[config.mk]
export PLATFORM = sky130hd
export DESIGN_NAME = level_mem_arbiter
export DESIGN_NICKNAME = d
export VERILOG_FILES = /design/src/rtl/level_mem_arbiter.sv
export SDC_FILE = /design/constraint.sdc
export NUM_CORES = 1
export LEC_CHECK = 0
export ABC_AREA = 1
export CORE_UTILIZATION = 43
export DETAILED_ROUTE_END_ITERATION = 8
export PLACE_DENSITY = 0.85
export REMOVE_ABC_BUFFERS = 1
export SLEW_MARGIN = 0
export SYNTH_ARGS = -nofsm -noshare
export SYNTH_HDL_FRONTEND = slang
export SYNTH_SLANG_ARGS = --single-unit
[constraint.sdc]
create_clock -name clk -period 1.45 [get_ports clk]
set_input_delay 0.29 -clock clk [delete_from_list [all_inputs] [get_ports clk]]
set_output_delay 0.29 -clock clk [all_outputs]
set_load 0.01 [all_outputs]
[src/rtl/level_mem_arbiter.sv]
// level_mem_arbiter: shares the 8x3 user-level RAM between the game level
// controller (port A) and the admin/scoreboard scanner (port B).
// Each access runs IDLE -> ISSUE -> (WAIT) -> DONE. Written levels are clamped
// to MAX_LEVEL so the RAM never holds an illegal level.
// Optional macro LVL_ARB_RR_EN: round-robin arbitration on simultaneous
// requests. Without it, port A has fixed priority over port B.
module level_mem_arbiter #(
  parameter int ADDR_W    = 3,
  parameter int DATA_W    = 3,
  parameter int RD_LAT    = 2,
  parameter int MAX_LEVEL = 6
) (
  input  logic              clk,
  input  logic              rst,
  input  logic              req_a,
  input  logic              we_a,
  input  logic [ADDR_W-1:0] addr_a,
  input  logic [DATA_W-1:0] wdata_a,
  output logic              done_a,
  input  logic              req_b,
  input  logic              we_b,
  input  logic [ADDR_W-1:0] addr_b,
  input  logic [DATA_W-1:0] wdata_b,
  output logic              done_b,
  output logic [DATA_W-1:0] rdata,
  output logic              busy,
  output logic              clamp_err,
  output logic [ADDR_W-1:0] mem_address,
  output logic [DATA_W-1:0] mem_data,
  output logic              mem_wren,
  input  logic [DATA_W-1:0] mem_q
);

  localparam logic [1:0] S_IDLE  = 2'd0;
  localparam logic [1:0] S_ISSUE = 2'd1;
  localparam logic [1:0] S_WAIT  = 2'd2;
  localparam logic [1:0] S_DONE  = 2'd3;

  localparam logic [DATA_W-1:0] MAX_W  = DATA_W'(MAX_LEVEL);
  localparam logic [2:0]        LAT_M1 = 3'(RD_LAT - 1);

  logic [1:0]        state;
  logic              sel_l;      // 0 = port A, 1 = port B
  logic              we_l;
  logic              clamp_l;
  logic [ADDR_W-1:0] addr_l;
  logic [DATA_W-1:0] wdata_l;
  logic [DATA_W-1:0] rdata_q;
  logic [2:0]        wait_cnt;

  logic              grant_b;
  logic              g_we;
  logic [ADDR_W-1:0] g_addr;
  logic [DATA_W-1:0] g_wdata;
  logic              g_over;
  logic [DATA_W-1:0] g_clamped;

`ifdef LVL_ARB_RR_EN
  logic rr_ptr;                  // 0 = favour A, 1 = favour B on a tie
`endif

  // Pick the port to serve next and clamp its write data before latching.
  always_comb begin
`ifdef LVL_ARB_RR_EN
    grant_b = req_b & (~req_a | rr_ptr);
`else
    grant_b = req_b & ~req_a;
`endif
    g_we      = grant_b ? we_b    : we_a;
    g_addr    = grant_b ? addr_b  : addr_a;
    g_wdata   = grant_b ? wdata_b : wdata_a;
    g_over    = (g_wdata > MAX_W);
    g_clamped = g_over ? MAX_W : g_wdata;
  end

  // Access sequencer: latch the request, drive the RAM, wait out the read
  // latency, then pulse completion for one cycle.
  always_ff @(posedge clk or posedge rst) begin
    if (rst) begin
      state    <= S_IDLE;
      sel_l    <= 1'b0;
      we_l     <= 1'b0;
      clamp_l  <= 1'b0;
      addr_l   <= '0;
      wdata_l  <= '0;
      rdata_q  <= '0;
      wait_cnt <= 3'd0;
`ifdef LVL_ARB_RR_EN
      rr_ptr   <= 1'b0;
`endif
    end else begin
      case (state)
        S_IDLE: begin
          if (req_a || req_b) begin
            sel_l   <= grant_b;
            we_l    <= g_we;
            addr_l  <= g_addr;
            wdata_l <= g_clamped;
            clamp_l <= g_over & g_we;
            state   <= S_ISSUE;
          end
        end
        S_ISSUE: begin
          if (we_l) begin
            state <= S_DONE;
          end else begin
            wait_cnt <= LAT_M1;
            state    <= S_WAIT;
          end
        end
        S_WAIT: begin
          if (wait_cnt == 3'd0) begin
            rdata_q <= mem_q;
            state   <= S_DONE;
          end else begin
            wait_cnt <= wait_cnt - 3'd1;
          end
        end
        S_DONE: begin
`ifdef LVL_ARB_RR_EN
          rr_ptr <= ~sel_l;
`endif
          state  <= S_IDLE;
        end
        default: state <= S_IDLE;
      endcase
    end
  end

  assign busy        = (state != S_IDLE);
  assign mem_wren    = (state == S_ISSUE) & we_l;
  assign clamp_err   = (state == S_ISSUE) & clamp_l;
  assign done_a      = (state == S_DONE) & ~sel_l;
  assign done_b      = (state == S_DONE) & sel_l;
  assign mem_address = addr_l;
  assign mem_data    = wdata_l;
  assign rdata       = rdata_q;

endmodule

# Yosys cells after proc, flatten, opt, wreduce, memory -nomap -nowiden
# Cells that the tools add are included.
# totals
output_inout_bits	14
reg_bits	17
elab_cells	45
input_bits	21
# classes
n_addsub	1
n_lt_le_gt_ge	1
muxes	11
n_reduce_logical	9
eq_ne	7
bitwise_logic	8
# ops
operator	n
two-way mux 3 bit	5
inequality test 2 bit (second input constant)	4
one-hot mux 2 bit (4 select lines)	1
AND 1 bit	6
one-hot mux 3 bit (2 select lines)	1
AND reduction 2 bit	3
equality test 2 bit (second input constant)	2
two-way mux 2 bit	2
nonzero test 2 bit	2
> comparator 3 bit (second input constant)	1
logical NOT 3 bit	1
AND reduction 3 bit	1
subtractor 3 x 1 -> 3 bit (second input constant)	1
equality test 2 x 1 -> 1 bit (second input constant)	1
logical NOT 2 bit	1
two-way mux 1 bit	2
NOT 1 bit	2
logical OR 1 bit	1

# Depth between registers and ports, before layout
# Gate-level depths: netlist of the first run.
# depth
ltp_word	5
ltp_mapped	8
mapped_depth_nobuf	8

# Worst setup path after synthesis of the first run
# OpenSTA, ideal clock, no wires.
# synth_path
kind	register to register
from	register state[0]
to	register wdata_l[1], in the netlist mem_data[1]
setup_ns	0.120
t_required_ns	1.330
synth_period_minus_slack_ns	1.314
slack_ns	0.136
stages_incl_launch_ff	9
path_buffers	1
arrival_ns	1.194
cell_sequence	dfrtp_1 > inv_1 > ha_1 > inv_1 > nor2_4 > inv_2 > buf_6 > nand2_1 > o21ai_2
# synth_between
elab_chain_len	2
# synth_lines
item	line	text
start: declaration	42	logic [1:0] state;
start signal: assignment	80	state <= S_IDLE;
start signal: assignment	100	state <= S_ISSUE;
start signal: assignment	105	state <= S_DONE;
logical NOT 2 bit	92	case (state)
AND reduction 2 bit (no line)	n/a	
end signal: assignment	98	wdata_l <= g_clamped;
end: declaration	47	logic [DATA_W-1:0] wdata_l;
# Every way passes these cells.
# A chain may end at the register's enable or synchronous reset.

# Worst setup path after layout of the first run
# layout_path
from	register state[0]
to	output port mem_wren
# layout_between
elab_chain_len	2
# layout_lines
item	line	text
equality test 2 x 1 -> 1 bit	131	assign mem_wren = (state == S_ISSUE) & we_l;
AND 1 bit	131	
end: declaration	30	output logic mem_wren,
# Every way passes these cells.

==> flow_metrics.tcl, run 1 <==
set metrics [dict create \
    drive_above_1_share 0.2912 \
    die-area_sq_um 2443 \
    drc 0 \
    cp_num_buf_inv 3 \
    ir_drop_uv 1264 \
    synth_warnings 0 \
    routabilityCongestion 0.7844 \
    grt_pass1_vias 1009 \
    grt_pass1_wl_mm 4.064 \
    postCtsHoldBufs 0 \
    cts_num_sinks 17 \
    pre_cts_ws_ns -0.1949 \
    slew_viol_final 0 \
    insertion_delay_ns 0.30 \
    dp_hpwl_mm 1.786 \
    antenna_cells 0 \
    die_w_microns 49.43 \
    cap_viol_max_count 0 \
    rsz0062_at_grt "true" \
    hold-worst-slack_ns 0.2805 \
    avgViaCountPerCell 4.670 \
    critPathSlowestCell "dfrtp_1" \
    critPathMaxFanout 3 \
    path_delay_family "flip-flops" \
    clock-root-buffer "clkbuf_4" \
    hold_viol_final 0 \
    maxSlewHeadroom 0.8349 \
    worstMarginPinSlew_ns 0.2451 \
    cp.arrival_ns 1.26 \
    num_vias 976 \
    synth-compound-area-share 0.1138 \
    grt-ovfl-total 0 \
    wl_mm 2.503 \
    violations "negative setup slack" \
    setup_viol 8 \
    period_minus_slack_ns 1.549 \
    synth_top_family_by_area "simple AND/OR/NAND/NOR gates" \
    drt-pass1-iter-count 4 \
    synth_top_area_share 0.4398 \
    worstSetupStartpointType "flip-flop" \
    io_buffers 34 \
    skew_ns 0.01006 \
    synth-adder-area-share 0.07762 \
    num_rows 16 \
    yosys_register_bits 17 \
    synth_xor_area_frac 0.009056 \
    criticalPathCategory "reg2out" \
    power_density_nw_per_um2 1849 \
    clkTransAtPathRegs_ns 0.11 \
    yosysUniqueCellTypes 18 \
    clk_path_buf_depth 2 \
    areaGrowthSynthToFinish_pct 62.61 \
    multi_input_area_sq_um 506.7 \
    ys_seq_area_frac 0.4398 \
    critPathMostFrequentCell "buf_6" \
    htreeDepth 1 \
    power_leakage_uw 0.0008231 \
    fp.dieH_microns 49.43 \
    cpPeakStageDelay_ns 0.45 \
    antenna_left 0 \
    core_area_sq_um 2042 \
    fillers 157 \
    synth_top_area_cell "dfrtp_1" \
    layout_worst_path_cycle_share 1.068 \
    wl_per_cell_microns 11.98 \
    grt_max_degree 18 \
    io_pins 35 \
    cp_cell_sequence "buf_6 -> ha_4 -> nand2_4 -> inv_4 -> buf_6" \
    status "finished with violations" \
    max_freq_mhz 645.7 \
    syn-mean-instance-area_sq_um 7.616 \
    cp-end-kind "output port" \
    synthMuxAreaShare 0 \
    grt_util_all_layers 0.2169 \
    syn_area_sq_um 967.2 \
    start_util 0.4737 \
    final_cells 209 \
    antenna_found_initial 0 \
    critical_path_required_ns 1.16 \
    drtIter0Drc 19 \
    synthSimpleGateAreaFrac 0.2510 \
    setup_ws_ns -0.09882 \
    cts_tree "built" \
    regArea_sq_um 425.4 \
    cts_buffers 3 \
    synth_area_leaders "dfrtp_1 (44%), nand2_1 (14%), inv_1 (8.5%)" \
    placed_cells 203 \
    nets 210 \
    hp-class "in2async" \
    postSynthCellCount 127 \
]
## report_power, final
| part | internal (uW) | total (uW) | switching, uW |
|---|---|---|---|
| registers | 701 | 862 | 161 |
| clock network | 103 | 261 | 158 |
| logic | 890 | 1780 | 895 |
## metrics by stage
stage               total power [uW]  cell area [sq um]  utilization  setup TNS [ns]
finish                          2907               1573       0.7702         -0.5154
global route                    3147               1573       0.7702          -1.030
CTS                             2741               1531       0.7500         -0.2923
detailed placement              2384               1450       0.7102          -1.607
global placement                2314               1450       0.7102         -0.9912
floorplan                       1589              955.9            -               0
## state kept, by name, indices dropped and copies added, names as in the netlist
| register | count |
|---|---|
| sel_l | 1 |
| mem_address | 3 |
| wait_cnt | 3 |
| we_l | 1 |
| rdata | 3 |
| mem_data | 3 |
| state | 2 |
| clamp_l | 1 |
## logic make-up (layout without fill, tap and decap cells)
family                   Yosys count  count (layout)
buffers and inverters             26              81
adder cells (fa/ha/maj)            6               6
flip-flops                        17              17
AND/OR/NAND/NOR                   56              56
XOR/XNOR                           1               1
AO/OA/AOI/OAI                     21              21
## cell usage in the layout, fill, tap and decap left out
master | netlist | routed
o21ai_0 | 11 | 10
clkdlybuf4s50_1 | 0 | 20
buf_4 | 0 | 13
inv_2 | 3 | 9
o21ai_2 | 1 | 1
or2_2 | 1 | 1
clkinv_2 | 0 | 1
inv_1 | 22 | 15
dlygate4sd2_1 | 0 | 9
o22ai_1 | 1 | 1
o21ai_1 | 6 | 7
a21oi_1 | 2 | 2
nor2_4 | 2 | 2
nor2_1 | 10 | 8
nand2_1 | 37 | 33
ha_4 | 0 | 4
nand3_1 | 4 | 4
inv_4 | 0 | 1
xnor2_1 | 1 | 1
buf_2 | 0 | 1
buf_6 | 1 | 9
nand2_4 | 1 | 2
nand2_2 | 0 | 3
nor2_2 | 1 | 3
ha_1 | 6 | 2
clkbuf_4 | 0 | 3
dfrtp_1 | 17 | 17
## cell usage after synthesis
cell type / n
nand3_1: 4
nand2_4: 1
xnor2_1: 1
ha_1: 6
buf_6: 1
inv_1: 22
o22ai_1: 1
o21ai_0: 11
o21ai_1: 6
inv_2: 3
nor2_1: 10
or2_2: 1
a21oi_1: 2
dfrtp_1: 17
o21ai_2: 1
nand2_1: 37
nor2_4: 2
nor2_2: 1
## worst register-to-register path: stages (launching register included)
cell     delay [ns]
dfrtp_1        0.43
buf_6          0.14
buf_4          0.14
ha_4           0.16
nand2_1        0.06
nand2_1        0.09
o21ai_0        0.22
o21ai_0        0.15
## final timing paths
kind	start	to	slack [ns]	cells after the start
max	state[0]$_DFFE_PP0P_	mem_wren	-0.1	5
min	rst	mem_data[2]$_DFFE_PP0P_	0.28	3
max reg2reg	state[1]$_DFFE_PP0P_	state[0]$_DFFE_PP0P_	-0.06	7
min reg2reg	rdata[1]$_DFFE_PP0P_	rdata[1]$_DFFE_PP0P_	0.49	2
max in group asynchronous	rst	wait_cnt[2]$_DFFE_PP0P_	0.97	3
min in group clk	rdata[1]$_DFFE_PP0P_	rdata[1]$_DFFE_PP0P_	0.49	2
## cell type report
type / instances / share of cell area
sequential: 17 / 0.2705
clock buffer: 3 / 0.01432
timing repair buffer: 52 / 0.3071
tap: 27 / 0.02148
clock inverter: 1 / 0.003182
inverter: 25 / 0.06126
multi-input combinational: 84 / 0.3222
## routing by layer
| metal | track usage | wire length, microns |
|---|---|---|
| met5 | 0 | 0 |
| met4 | 0.1000 | 80 |
| met3 | 0.03427 | 92 |
| met2 | 0.4178 | 1348 |
| met1 | 0.2253 | 981 |
## repair_timing
item,in CTS,in global routing
gates resized for setup,49,13
setup endpoints to repair,17,15
pin swaps,2,2
setup buffers,2,0
Note: power is estimated with default switching activity, not from simulation.
==> run 2: changes to the inputs <==
--- a/config.mk
+++ b/config.mk
@@ -6,6 +6,7 @@
 export NUM_CORES = 1
 export LEC_CHECK = 0
 export ABC_AREA = 1
+export CORE_MARGIN = 4
 export CORE_UTILIZATION = 43
 export DETAILED_ROUTE_END_ITERATION = 8
 export PLACE_DENSITY = 0.85
==> flow_metrics.tcl, run 2 (synthesized netlist as in run 1, its figures left out) <==
set metrics [dict create \
    io_pins 35 \
    antenna_left 0 \
    ir_drop_uv 1382 \
    cts_buffers 3 \
    critPathMaxFanout 2 \
    drtIter0Drc 21 \
    cts_tree "built" \
    drt-pass1-iter-count 4 \
    cap_viol_max_count 0 \
    layout_worst_path_cycle_share 1.044 \
    die_w_microns 55.43 \
    cp.arrival_ns 1.22 \
    skew_ns 0.001428 \
    power_density_nw_per_um2 1920 \
    power_leakage_uw 0.0008325 \
    htreeDepth 1 \
    areaGrowthSynthToFinish_pct 68.31 \
    hold-worst-slack_ns 0.3005 \
    criticalPathCategory "reg2out" \
    rsz0062_at_grt "true" \
    violations "negative setup slack" \
    drive_above_1_share 0.3607 \
    wl_mm 2.890 \
    critical_path_required_ns 1.16 \
    insertion_delay_ns 0.29 \
    critPathSlowestCell "dfrtp_1" \
    avgViaCountPerCell 4.938 \
    grt_pass1_vias 1018 \
    clk_path_buf_depth 2 \
    num_rows 16 \
    hold_viol_final 0 \
    cp-end-kind "output port" \
    num_vias 1037 \
    cp_num_buf_inv 3 \
    clkTransAtPathRegs_ns 0.10 \
    fp.dieH_microns 55.43 \
    final_util 0.7972 \
    clock-root-buffer "clkbuf_4" \
    cpPeakStageDelay_ns 0.40 \
    path_delay_family "flip-flops" \
    routabilityCongestion 0.7663 \
    grt_max_degree 18 \
    cts_num_sinks 17 \
    antenna_found_initial 0 \
    nets 211 \
    cp_cell_sequence "buf_6 -> ha_4 -> inv_2 -> nor2_1 -> buf_2" \
    start_util 0.4737 \
    setup_ws_ns -0.06379 \
    hp-class "in2async" \
    postCtsHoldBufs 0 \
    slew_viol_final 0 \
    dp_hpwl_mm 1.968 \
    worstSetupStartpointType "flip-flop" \
    maxSlewHeadroom 0.7789 \
    io_buffers 34 \
    setup_tns_ns -0.3823 \
    final_cell_mix "nand2_1 (24), clkdlybuf4s50_1 (20), inv_1 (16), dfrtp_1 (16), buf_4 (12)" \
    status "finished with violations" \
    antenna_cells 0 \
    max_freq_mhz 660.6 \
    grt_pass1_wl_mm 4.146 \
    wl_per_cell_microns 13.76 \
    die-area_sq_um 3072 \
    final_common_cell "nand2_1" \
    grt-ovfl-total 0 \
    r2r_setup_slack_ns -0.04 \
    grt_util_all_layers 0.1672 \
    core_area_sq_um 2042 \
    period_minus_slack_ns 1.514 \
    worstMarginPinSlew_ns 0.3282 \
    drc 0 \
    setup_viol 13 \
]
run 2: changes by cell type in the layout (fill, tap and decap cells not counted), moves of 3 or more:
cell	delta
nand2_2	+8
o21ai_0	-4
o21ai_2	+3
nand2_1	-9
run 2: final cells by class:
cell class              instances  area [sq um]
fillers                       136         414.1
flip-flops and latches         17         426.7
repair buffers                 53         491.7
inverters                      25         96.34
clock buffers                   4         26.28
multi-input cells              84         553.0
well taps                      27         33.78
run 2: repair_timing:
| item | in CTS | in global routing |
|---|---|---|
| setup endpoints to repair | 19 | 19 |
| pin swaps | 1 | 5 |
| buffers inserted | 1 | 3 |
| gates resized for setup | 44 | 38 |
run 2: final timing paths:
| path | start | endpoint | cells after the start |
|---|---|---|---|
| max reg2reg | state[1]$_DFFE_PP0P_ | mem_address[2]$_DFFE_PP0P_ | 10 |
| min | rst | wait_cnt[1]$_DFFE_PP0P_ | 3 |
| min in group clk | rdata[1]$_DFFE_PP0P_ | rdata[1]$_DFFE_PP0P_ | 2 |
| min reg2reg | rdata[1]$_DFFE_PP0P_ | rdata[1]$_DFFE_PP0P_ | 2 |
| max | state[1]$_DFFE_PP0P_ | done_a | 5 |
| max in group asynchronous | rst | state[0]$_DFFE_PP0P_ | 3 |
run 2: worst register-to-register path: cells and delay by family, from the launching register on:
family	cells	cell delay, ns
buffers and inverters	6	0.57
DFF	1	0.42
AOI/OAI and AO/OA	1	0.06
adders and majority gates	1	0.14
and+or+nand+nor	2	0.20
run 2: where the power goes:
| group | switching (uW) | leakage (uW) | internal, uW | total (uW) |
|---|---|---|---|---|
| combinational | 972 | 0.000609 | 993 | 1960 |
| sequential | 202 | 0.000209 | 705 | 907 |
| clock | 147 | 0.0000150 | 107 | 254 |
| total | 1320 | 0.000833 | 1810 | 3130 |
run 2: stage by stage:
stage	std cells	power (uW)	instance area (sq um)	worst slack [ns]
floorplan	126	1589	955.9	0.1648
CTS	207	2670	1489	-0.07076
global placement	202	2306	1443	-0.1182
detailed placement	202	2390	1443	-0.1630
finish	210	3126	1628	-0.06379
global route	210	3361	1628	-0.1173
run 2: metal layers:
metal	track usage	routed length (microns)
met1	0.1720	1050
met3	0.04429	158
met5	0	0
met2	0.3091	1573
met4	0.07986	107
